**src/rtl/bus_coherence_arbiter.sv**
```systemverilog
// Dual-CPU memory arbiter: shares one RAM port among two icaches and two dcaches,
// with a one-cycle snoop phase ahead of coherent dcache transactions.
module bus_coherence_arbiter #(
    parameter int CPUS   = 2,
    parameter int WORD_W = 32
) (
    input  logic                   CLK,
    input  logic                   nRST,
    input  logic [CPUS-1:0]        iREN,
    input  logic [CPUS*WORD_W-1:0] iaddr,
    output logic [CPUS-1:0]        iwait,
    output logic [CPUS*WORD_W-1:0] iload,
    input  logic [CPUS-1:0]        dREN,
    input  logic [CPUS-1:0]        dWEN,
    input  logic [CPUS*WORD_W-1:0] daddr,
    input  logic [CPUS*WORD_W-1:0] dstore,
    output logic [CPUS-1:0]        dwait,
    output logic [CPUS*WORD_W-1:0] dload,
    input  logic [CPUS-1:0]        cctrans,
    input  logic [CPUS-1:0]        ccwrite,
    output logic [CPUS-1:0]        ccwait,
    output logic [CPUS-1:0]        ccinv,
    output logic [CPUS*WORD_W-1:0] ccsnoopaddr,
    output logic                   ramREN,
    output logic                   ramWEN,
    output logic [WORD_W-1:0]      ramaddr,
    output logic [WORD_W-1:0]      ramstore,
    input  logic [WORD_W-1:0]      ramload,
    input  logic [1:0]             ramstate,
    output logic [1:0]             o_dbg_state
);
    typedef enum logic [1:0] {
        ST_ARB   = 2'd0,
        ST_SNOOP = 2'd1,
        ST_XFER  = 2'd2
    } state_t;

    localparam logic [1:0] RAM_ACCESS = 2'd2;

    state_t            r_state, w_next;
    logic              r_dptr, r_iptr, r_gcls, r_gcpu, r_snooped;
    logic [WORD_W-1:0] r_snaddr;
    logic              w_dptr_n, w_iptr_n, w_gcls_n, w_gcpu_n, w_snooped_n;
    logic [WORD_W-1:0] w_snaddr_n;
    logic [CPUS-1:0]   w_dreq;
    logic              w_oth, w_active, w_snoop_on;
    logic [WORD_W-1:0] w_gdaddr, w_giaddr, w_gdstore, w_snoop_val;

    assign w_dreq    = dREN | dWEN | cctrans;
    assign w_oth     = ~r_gcpu;
    assign w_gdaddr  = r_gcpu ? daddr[2*WORD_W-1:WORD_W]  : daddr[WORD_W-1:0];
    assign w_giaddr  = r_gcpu ? iaddr[2*WORD_W-1:WORD_W]  : iaddr[WORD_W-1:0];
    assign w_gdstore = r_gcpu ? dstore[2*WORD_W-1:WORD_W] : dstore[WORD_W-1:0];
    assign w_active  = r_gcls ? (dREN[r_gcpu] | dWEN[r_gcpu]) : iREN[r_gcpu];

    assign iload       = {CPUS{ramload}};
    assign dload       = {CPUS{ramload}};
    assign o_dbg_state = r_state;
    assign ccsnoopaddr = !w_snoop_on ? '0 :
                         (r_gcpu ? {{WORD_W{1'b0}}, w_snoop_val} : {w_snoop_val, {WORD_W{1'b0}}});

    always_ff @(posedge CLK or negedge nRST) begin
        if (!nRST) begin
            r_state   <= ST_ARB;
            r_dptr    <= 1'b0;
            r_iptr    <= 1'b0;
            r_gcls    <= 1'b0;
            r_gcpu    <= 1'b0;
            r_snooped <= 1'b0;
            r_snaddr  <= '0;
        end else begin
            r_state   <= w_next;
            r_dptr    <= w_dptr_n;
            r_iptr    <= w_iptr_n;
            r_gcls    <= w_gcls_n;
            r_gcpu    <= w_gcpu_n;
            r_snooped <= w_snooped_n;
            r_snaddr  <= w_snaddr_n;
        end
    end

    // Handshake: a cache holds its request (REN/WEN/cctrans) until its wait bit is
    // seen low for one cycle; dropping the request early abandons the transaction.
    always_comb begin
        w_next      = r_state;
        w_dptr_n    = r_dptr;
        w_iptr_n    = r_iptr;
        w_gcls_n    = r_gcls;
        w_gcpu_n    = r_gcpu;
        w_snooped_n = r_snooped;
        w_snaddr_n  = r_snaddr;
        iwait       = '1;
        dwait       = '1;
        ccwait      = '0;
        ccinv       = '0;
        w_snoop_on  = 1'b0;
        w_snoop_val = '0;
        ramREN      = 1'b0;
        ramWEN      = 1'b0;
        ramaddr     = '0;
        ramstore    = '0;
        case (r_state)
            ST_ARB: begin
                if (|w_dreq) begin
                    w_gcls_n    = 1'b1;
                    w_gcpu_n    = (&w_dreq) ? ~r_dptr : w_dreq[1];
                    w_snooped_n = cctrans[w_gcpu_n];
                    w_next      = cctrans[w_gcpu_n] ? ST_SNOOP : ST_XFER;
                end else if (|iREN) begin
                    w_gcls_n    = 1'b0;
                    w_gcpu_n    = (&iREN) ? ~r_iptr : iREN[1];
                    w_snooped_n = 1'b0;
                    w_next      = ST_XFER;
                end
            end
            ST_SNOOP: begin
                if (!w_dreq[r_gcpu]) begin
                    w_next = ST_ARB;
                end else begin
                    ccwait[w_oth] = 1'b1;
                    ccinv[w_oth]  = ccwrite[r_gcpu];
                    w_snoop_on    = 1'b1;
                    w_snoop_val   = w_gdaddr;
                    w_snaddr_n    = w_gdaddr;
                    // A pure upgrade needs no data, so it completes on the snoop itself.
                    if (!dREN[r_gcpu] && !dWEN[r_gcpu]) begin
                        dwait[r_gcpu] = 1'b0;
                        w_dptr_n      = r_gcpu;
                        w_next        = ST_ARB;
                    end else begin
                        w_next = ST_XFER;
                    end
                end
            end
            ST_XFER: begin
                if (!w_active) begin
                    w_next = ST_ARB;
                end else begin
                    if (r_snooped) begin
                        ccwait[w_oth] = 1'b1;
                        w_snoop_on    = 1'b1;
                        w_snoop_val   = r_snaddr;
                    end
                    ramaddr  = r_gcls ? w_gdaddr : w_giaddr;
                    ramWEN   = r_gcls & dWEN[r_gcpu];
                    ramREN   = r_gcls ? (dREN[r_gcpu] & ~dWEN[r_gcpu]) : 1'b1;
                    ramstore = r_gcls ? w_gdstore : '0;
                    if (ramstate == RAM_ACCESS) begin
                        if (r_gcls) begin
                            dwait[r_gcpu] = 1'b0;
                            w_dptr_n      = r_gcpu;
                        end else begin
                            iwait[r_gcpu] = 1'b0;
                            w_iptr_n      = r_gcpu;
                        end
                        w_next = ST_ARB;
                    end
                end
            end
            default: w_next = ST_ARB;
        endcase
    end
endmodule

```
**config.mk**
```make
export PLATFORM = sky130hd
export DESIGN_NAME = bus_coherence_arbiter
export DESIGN_NICKNAME = d
export VERILOG_FILES = /design/src/rtl/bus_coherence_arbiter.sv
export SDC_FILE = /design/constraint.sdc
export NUM_CORES = 1
export LEC_CHECK = 0
export CAP_MARGIN = 20
export CORE_AREA = 2 2 200 202
export CTS_CLUSTER_SIZE = 25
export DETAILED_ROUTE_END_ITERATION = 8
export DIE_AREA = 0 0 202 204
export DONT_BUFFER_PORTS = 1
export PLACE_DENSITY = 0.32
export SLEW_MARGIN = 15
export SYNTH_ARGS = -nofsm -noshare
export SYNTH_HDL_FRONTEND = slang
export SYNTH_SLANG_ARGS = --single-unit
```
**constraint.sdc**
```tcl
create_clock -name CLK -period 7.1 [get_ports CLK]
set_clock_uncertainty 0.2 [all_clocks]
set_input_delay 0.71 -clock CLK [delete_from_list [all_inputs] [get_ports CLK]]
set_output_delay 0.71 -clock CLK [all_outputs]
set_load 0.01 [all_outputs]
```
==> qor.yml, run 1 <==
core-area_mm2: 0.0392
cts_resized: 0
irDropWorstVdd_mv: 0.170
utilization: 0.124
synthesis.nets: 893
ios: 506
maxCapViolations: 0
min_period_over_period: 0.592
synth-seq-cells: 39
fin_tns_setup_ps: 0
syn_area_mm2: 0.00512
min_path_type: "in2async"
netlist_top_cells_area: "buf_4 (19%), dfrtp_1 (19%), mux2i_1 (13%), a211oi_1 (9.4%), and2_1 (8.2%)"
synth.distinct_cells: 38
gp_congestion: 0.822
avgViaCountPerCell: 3.89
p_switching_uw: 954
cp_max_fo: 50
area_delta_synth_final_pct: -4.91
synth_top_cell_area_share: 0.194
grt_max_degree: 59
fmax_mhz: 238
grt_pass1_wl_mm: 26.7
dpl.cell_count: 1005
fin_crit_ps: 4200
final_cell_area_mm2: 0.00487
worstSetupStartpointType: "register"
start_util: 0.131
hold_ws_ps: 44.5
setup_viol: 0
nets: 729
pre_cts_ws_ps: 3190
dp_hpwl_mm: 15.0
sw_frac_of_total: 0.528
dr_total_vias: 3960
arrival_ps: 3290
drive_above_1_share: 0.0470
cts_tree: "built"
clock_latency_ps: 300
grt_overflow_total: 0
clock_power_share: 0.175
track_usage: 0.0896
power_frac_seq: 0.253
drtAntennaViolNets: 0
comb_power_share: 0.573
yosysTopAreaCell: "buf_4"
syn_area_per_cell_um2: 7.85
rsz0062_at_grt: "false"
status: "completed"
drtIter0Drc: 160
critical_path_required_ps: 6190
place_area_mm2: 0.00464
drt-total-wl_mm: 19.5
cts_setup_buffers: 0
num_rows: 73
total_power_mw: 1.81
cell_internal_pwr_uw: 852
antenna_found_initial: 4
final_cells: 1017
cellLeakagePower_nw: 1.92
yosys_warnings: 0
hold_viol_final: 0
htreeDepth: 2
cp-end-kind: "output port"
clk_pin_slew_ps: 70
drc_errors: 0
grt_pass1_vias: 3910
drv_slew: 0
setup_ws_ps: 2900
clock-root-buffer: "clkbuf_16"
die_w_um: 202
routedWlPerCell_um: 19.2
dieArea_mm2: 0.0412
clkSinkCount: 39
powerDensity_mw_per_mm2: 371
slew_headroom: 0.326
die_h_um: 204
critical_path_class: "reg2out"
drtPass1Iterations: 4
clock_path_buffers: 2
synth_cells: 652
cts_made_buffers: 5
ys_seq_area_frac: 0.191
fillCellCount: 4517
port_buffers: 0
worstMarginPinSlew_ps: 1010
==> flip-flops by register name, summed over array words and instances, names as in the netlist <==
register / cells
r_iptr: 1
r_snooped: 1
r_gcpu: 1
r_gcls: 1
r_snaddr: 32
o_dbg_state: 2
r_dptr: 1
==> layer usage <==
metal,share of wire,track usage,wire (µm)
met1,0.36,0.0903,7060
met2,0.49,0.156,9540
met3,0.077,0.0252,1500
met4,0.073,0.0717,1420
met5,0,0,0
==> power by group through the flow <==
stage / registers [mW] / logic, mW / clock network, mW
after detailed placement: 0.462 / 1.05 / 0
after global routing: 0.479 / 1.14 / 0.346
after floorplan: 0.372 / 0.932 / 0
after CTS: 0.458 / 1.06 / 0.342
after global placement: 0.462 / 1.05 / 0
final: 0.456 / 1.03 / 0.315
==> cell families after synthesis <==
| group | Yosys count | share of synthesized area |
|---|---|---|
| buffers and inverters | 188 | 0.242 |
| flip-flops | 39 | 0.191 |
| AO/OA/AOI/OAI | 156 | 0.225 |
| AND/OR/NAND/NOR | 197 | 0.200 |
| adder cells (fa/ha/maj) | 3 | 0.00734 |
| multiplexers | 69 | 0.135 |
==> Yosys cell counts, drive strengths merged <==
| library cell | number |
|---|---|
| inv | 9 |
| a211oi | 64 |
| nand2 | 42 |
| nand3 | 5 |
| nor2 | 38 |
| o2bb2a | 1 |
| o21ai | 35 |
| nor3b | 2 |
| mux2i | 68 |
| o41ai | 1 |
| a21o | 1 |
| a21oi | 9 |
| a31oi | 1 |
| and3 | 1 |
| o32a | 1 |
| mux2 | 1 |
| nor2b | 36 |
| o31ai | 3 |
| o2bb2ai | 32 |
| buf | 160 |
| o211a | 1 |
| and2 | 67 |
| ha | 3 |
| or3 | 1 |
| a32oi | 1 |
| o211ai | 1 |
| clkbuf | 19 |
| o21a | 1 |
| nor3 | 4 |
| o22ai | 1 |
| dfrtp | 39 |
| a22o | 1 |
| nand3b | 1 |
| a2111o | 2 |
==> placed cells by master (no fill, tap or decap), drive strengths merged, types with 2 or more instances in the layout <==
master and instances:
nor2 38, a211oi 64, nand2 42, buf 8, diode 3, a21oi 9, o2bb2ai 32, nor2b 36
bufinv 2, mux2i 68, ha 3, a2111o 2, inv 9, nor3 4, nor3b 2, nand3 5
clkbuf 6, and2 67, o31ai 3, o21ai 35, dfrtp 39
==> final timing paths <==
path,start,end,slack (ps),cells after the start
worst min register to register,r_snooped,r_snooped,280,1
min in group CLK,r_snooped,r_snooped,280,1
max in group asynchronous,nRST,r_gcpu,6400,1
worst max-delay path,r_gcpu,ccsnoopaddr[13],2900,6
worst max register to register,o_dbg_state[0],o_dbg_state[0],4200,8
worst min-delay path,nRST,r_snaddr[27],40,1
==> critical path, cell delays in order (launching register included) <==
cell and delay, ps:
dfrtp_4 870, inv_1 220, a2111o_1 390, a21oi_4 520, buf_4 400, o2bb2ai_1 280
and2_1 240
==> repair_timing <==
item,in CTS,in global routing
endpoints found under the hold margin,39,0
endpoints found under the setup margin,0,0
hold buffers,1,0
==> final cells by class <==
cell class / count / area [µm²] / share of cell area
Antenna cell: 3 / 7.51 / 0.00154
Clock buffer: 6 / 129 / 0.0265
Clock inverter: 2 / 60.1 / 0.0123
Inverter: 9 / 33.8 / 0.00694
Multi-Input combinational cell: 425 / 2920 / 0.600
Sequential cell: 39 / 981 / 0.202
Tap cell: 525 / 657 / 0.135
Timing Repair Buffer: 8 / 80.1 / 0.0165
(Power assumes the default switching activity.)
==> run 2: changes to the inputs <==
==> constraint.sdc (replaced) <==
create_clock -name CLK -period 4.2 [get_ports CLK]
set_clock_uncertainty 0.2 [all_clocks]
set_input_delay 0.42 -clock CLK [delete_from_list [all_inputs] [get_ports CLK]]
set_output_delay 0.42 -clock CLK [all_outputs]
set_load 0.01 [all_outputs]
==> run 2 against run 1 <==
Compared with the run above: hold slack improved by 22 ps; final area increased by 0.41%; clock-buffer cell count unchanged; via count increased by 1.1%; critical path type unchanged; critical endpoint is now ramaddr[1]; largest power group unchanged.
==> qor.yml, run 2 (synthesis results as in run 1) <==
min_period_over_period: 0.815
drc_errors: 0  # unchanged
drtAntennaViolNets: 0  # unchanged
slew_headroom: 0.329  # +0.00315
regMostFlops: "r_snaddr"
cts_tree: "built"
start_util: 0.131  # unchanged
layout_commonest_cell: "mux2i_1"
fin_tns_setup_ps: 0  # unchanged
drtPass1Iterations: 4  # unchanged
worstPathCellList: "nor2_1 -> a2111o_1 -> and2_2 -> a211oi_1"
min_path_type: "in2reg"
port_buffers: 0  # unchanged
crit_path_max_incr_delay_ps: 820  # -50 ps
clock-root-buffer: "clkbuf_16"
avgViaCountPerCell: 3.93  # +0.86%
hold_viol_final: 0  # unchanged
register_area_um2: 981  # unchanged
maxCapViolations: 0  # unchanged
slowest_stage: "dfrtp_2"
area_delta_synth_final_pct: -4.52
cellLeakagePower_nw: 1.93  # +0.60%
rsz0062_at_grt: "false"
die_h_um: 204  # unchanged
status: "completed"
grt_max_degree: 99  # +68%
cts_resized: 0  # unchanged
hp-start: "iREN[1]"
final_cell_mix: "mux2i_1 (68), and2_1 (66), a211oi_1 (64)"
critical_path_class: "reg2out"
whs_path_depth: 2
ios: 506  # unchanged
path_buf_inv: 0  # -2
gp_congestion: 0.802  # -2.4%
die_w_um: 202  # unchanged
critical_path_required_ps: 3580  # -2610 ps
critPathTopFamily: "compound AO/OA/AOI/OAI gates"
worstMarginPinSlew_ps: 1010  # -2.58 ps
worstSetupStartpointType: "register"
fin_crit_ps: 3420
cp-end-kind: "output port"
fillCellCount: 4503  # -0.31%
clock_path_buffers: 2  # unchanged
rrSetupSlack_ps: 1280  # -2920 ps
htreeDepth: 2  # unchanged
arrival_ps: 2800  # -490 ps
antenna_found_initial: 3  # -1
crit_cells: 4  # -2
drtIter0Drc: 138  # -14%
routedWlPerCell_um: 19.4  # +1.0%
reg2regPathDepth: 5  # -3
clkSinkCount: 39  # unchanged
num_rows: 73  # unchanged
cp_max_fo: 35  # -30%
cts_made_buffers: 5  # unchanged
irDropWorstVdd_mv: 0.269  # +58%
startpoint: "r_gcls"
drt-total-wl_mm: 19.8  # +1.2%
clock_latency_ps: 320  # +20 ps
setup_viol: 0  # unchanged
core-area_mm2: 0.0392  # unchanged
nets: 732  # +0.41%
clk_pin_slew_ps: 80  # about the same
grt_pass1_vias: 3911  # +0.026%
largest_reg_flops: 32  # unchanged
dieArea_mm2: 0.0412  # unchanged
route.met2.wl_mm: 9.89  # +3.6%
wl_met3_mm: 1.58  # +5.8%
track_usage: 0.0921  # +0.00242
dr_total_vias: 4002  # +1.1%
drv_slew: 0  # unchanged
total_power_mw: 3.00  # +66%
wl_met1_mm: 7.01  # -0.68%
multiInputGateArea_mm2: 0.00291  # -0.17%
grt_overflow_total: 0  # unchanged
grt_pass1_wl_mm: 26.9  # +0.80%
dp_hpwl_mm: 14.8  # -1.2%
top_layer_used: "met4"
fmax_mhz: 292
r2r-start: "r_gcls"
drive_above_1_share: 0.0488  # +0.00175
powerDensity_mw_per_mm2: 615  # +66%
run 2: layer usage:
| layer | up-vias | GRT usage |
|---|---|---|
| met3 | 79 | 0.0287 |
| met1 | 1823 | 0.0907 |
| met4 | 0 | 0.0685 |
| met5 | - | 0 |
| li1 | 1821 | - |
| met2 | 279 | 0.163 |
run 2: worst reg2reg max path: stages (launching register included):
cell	delay, ps
dfrtp_2	820
nor2_1	120
a2111o_1	460
and2_2	530
o22ai_4	340
mux2_1	350
run 2: worst paths after layout:
| path | endpoint |
|---|---|
| worst max-delay path | ramaddr[1] |
| worst min-delay path | r_iptr |
| worst max register to register | o_dbg_state[0] |
| worst min register to register | r_snaddr[15] |
| max in group asynchronous | r_snaddr[13] |
| min in group asynchronous | r_snaddr[30] |
run 2: power breakdown:
part	switching [mW]	leakage [nW]	internal, mW
combinational	1.21	1.37	0.569
clock	0.195	0.0771	0.282
sequential	0.200	0.484	0.551
run 2: layout make-up:
class	instances	area share
clock inverter	2	0.00768
inverter	9	0.00691
antenna	2	0.00102
tap	525	0.134
timing repair buffer	11	0.0266
multi-input combinational	425	0.596
clock buffer	6	0.0264
sequential	39	0.201
run 2: repair_timing:
item | CTS | global route
hold buffers | 2 | 0
setup buffers | 0 | 0
endpoints found under the hold margin | 39 | 0
endpoints found under the setup margin | 0 | 0
run 2: metrics by stage:
stage	cells	util	setup slack, ps	hold slack, ps	cell area, µm²
floorplan	652	-	1590	-75.6	5120
global placement	1007	0.119	1070	-73.6	4680
detailed placement	1007	0.119	1050	-73.6	4680
CTS	1017	0.125	675	33.7	4880
global route	1019	0.125	477	74.2	4890
finish	1019	0.125	775	66.3	4890
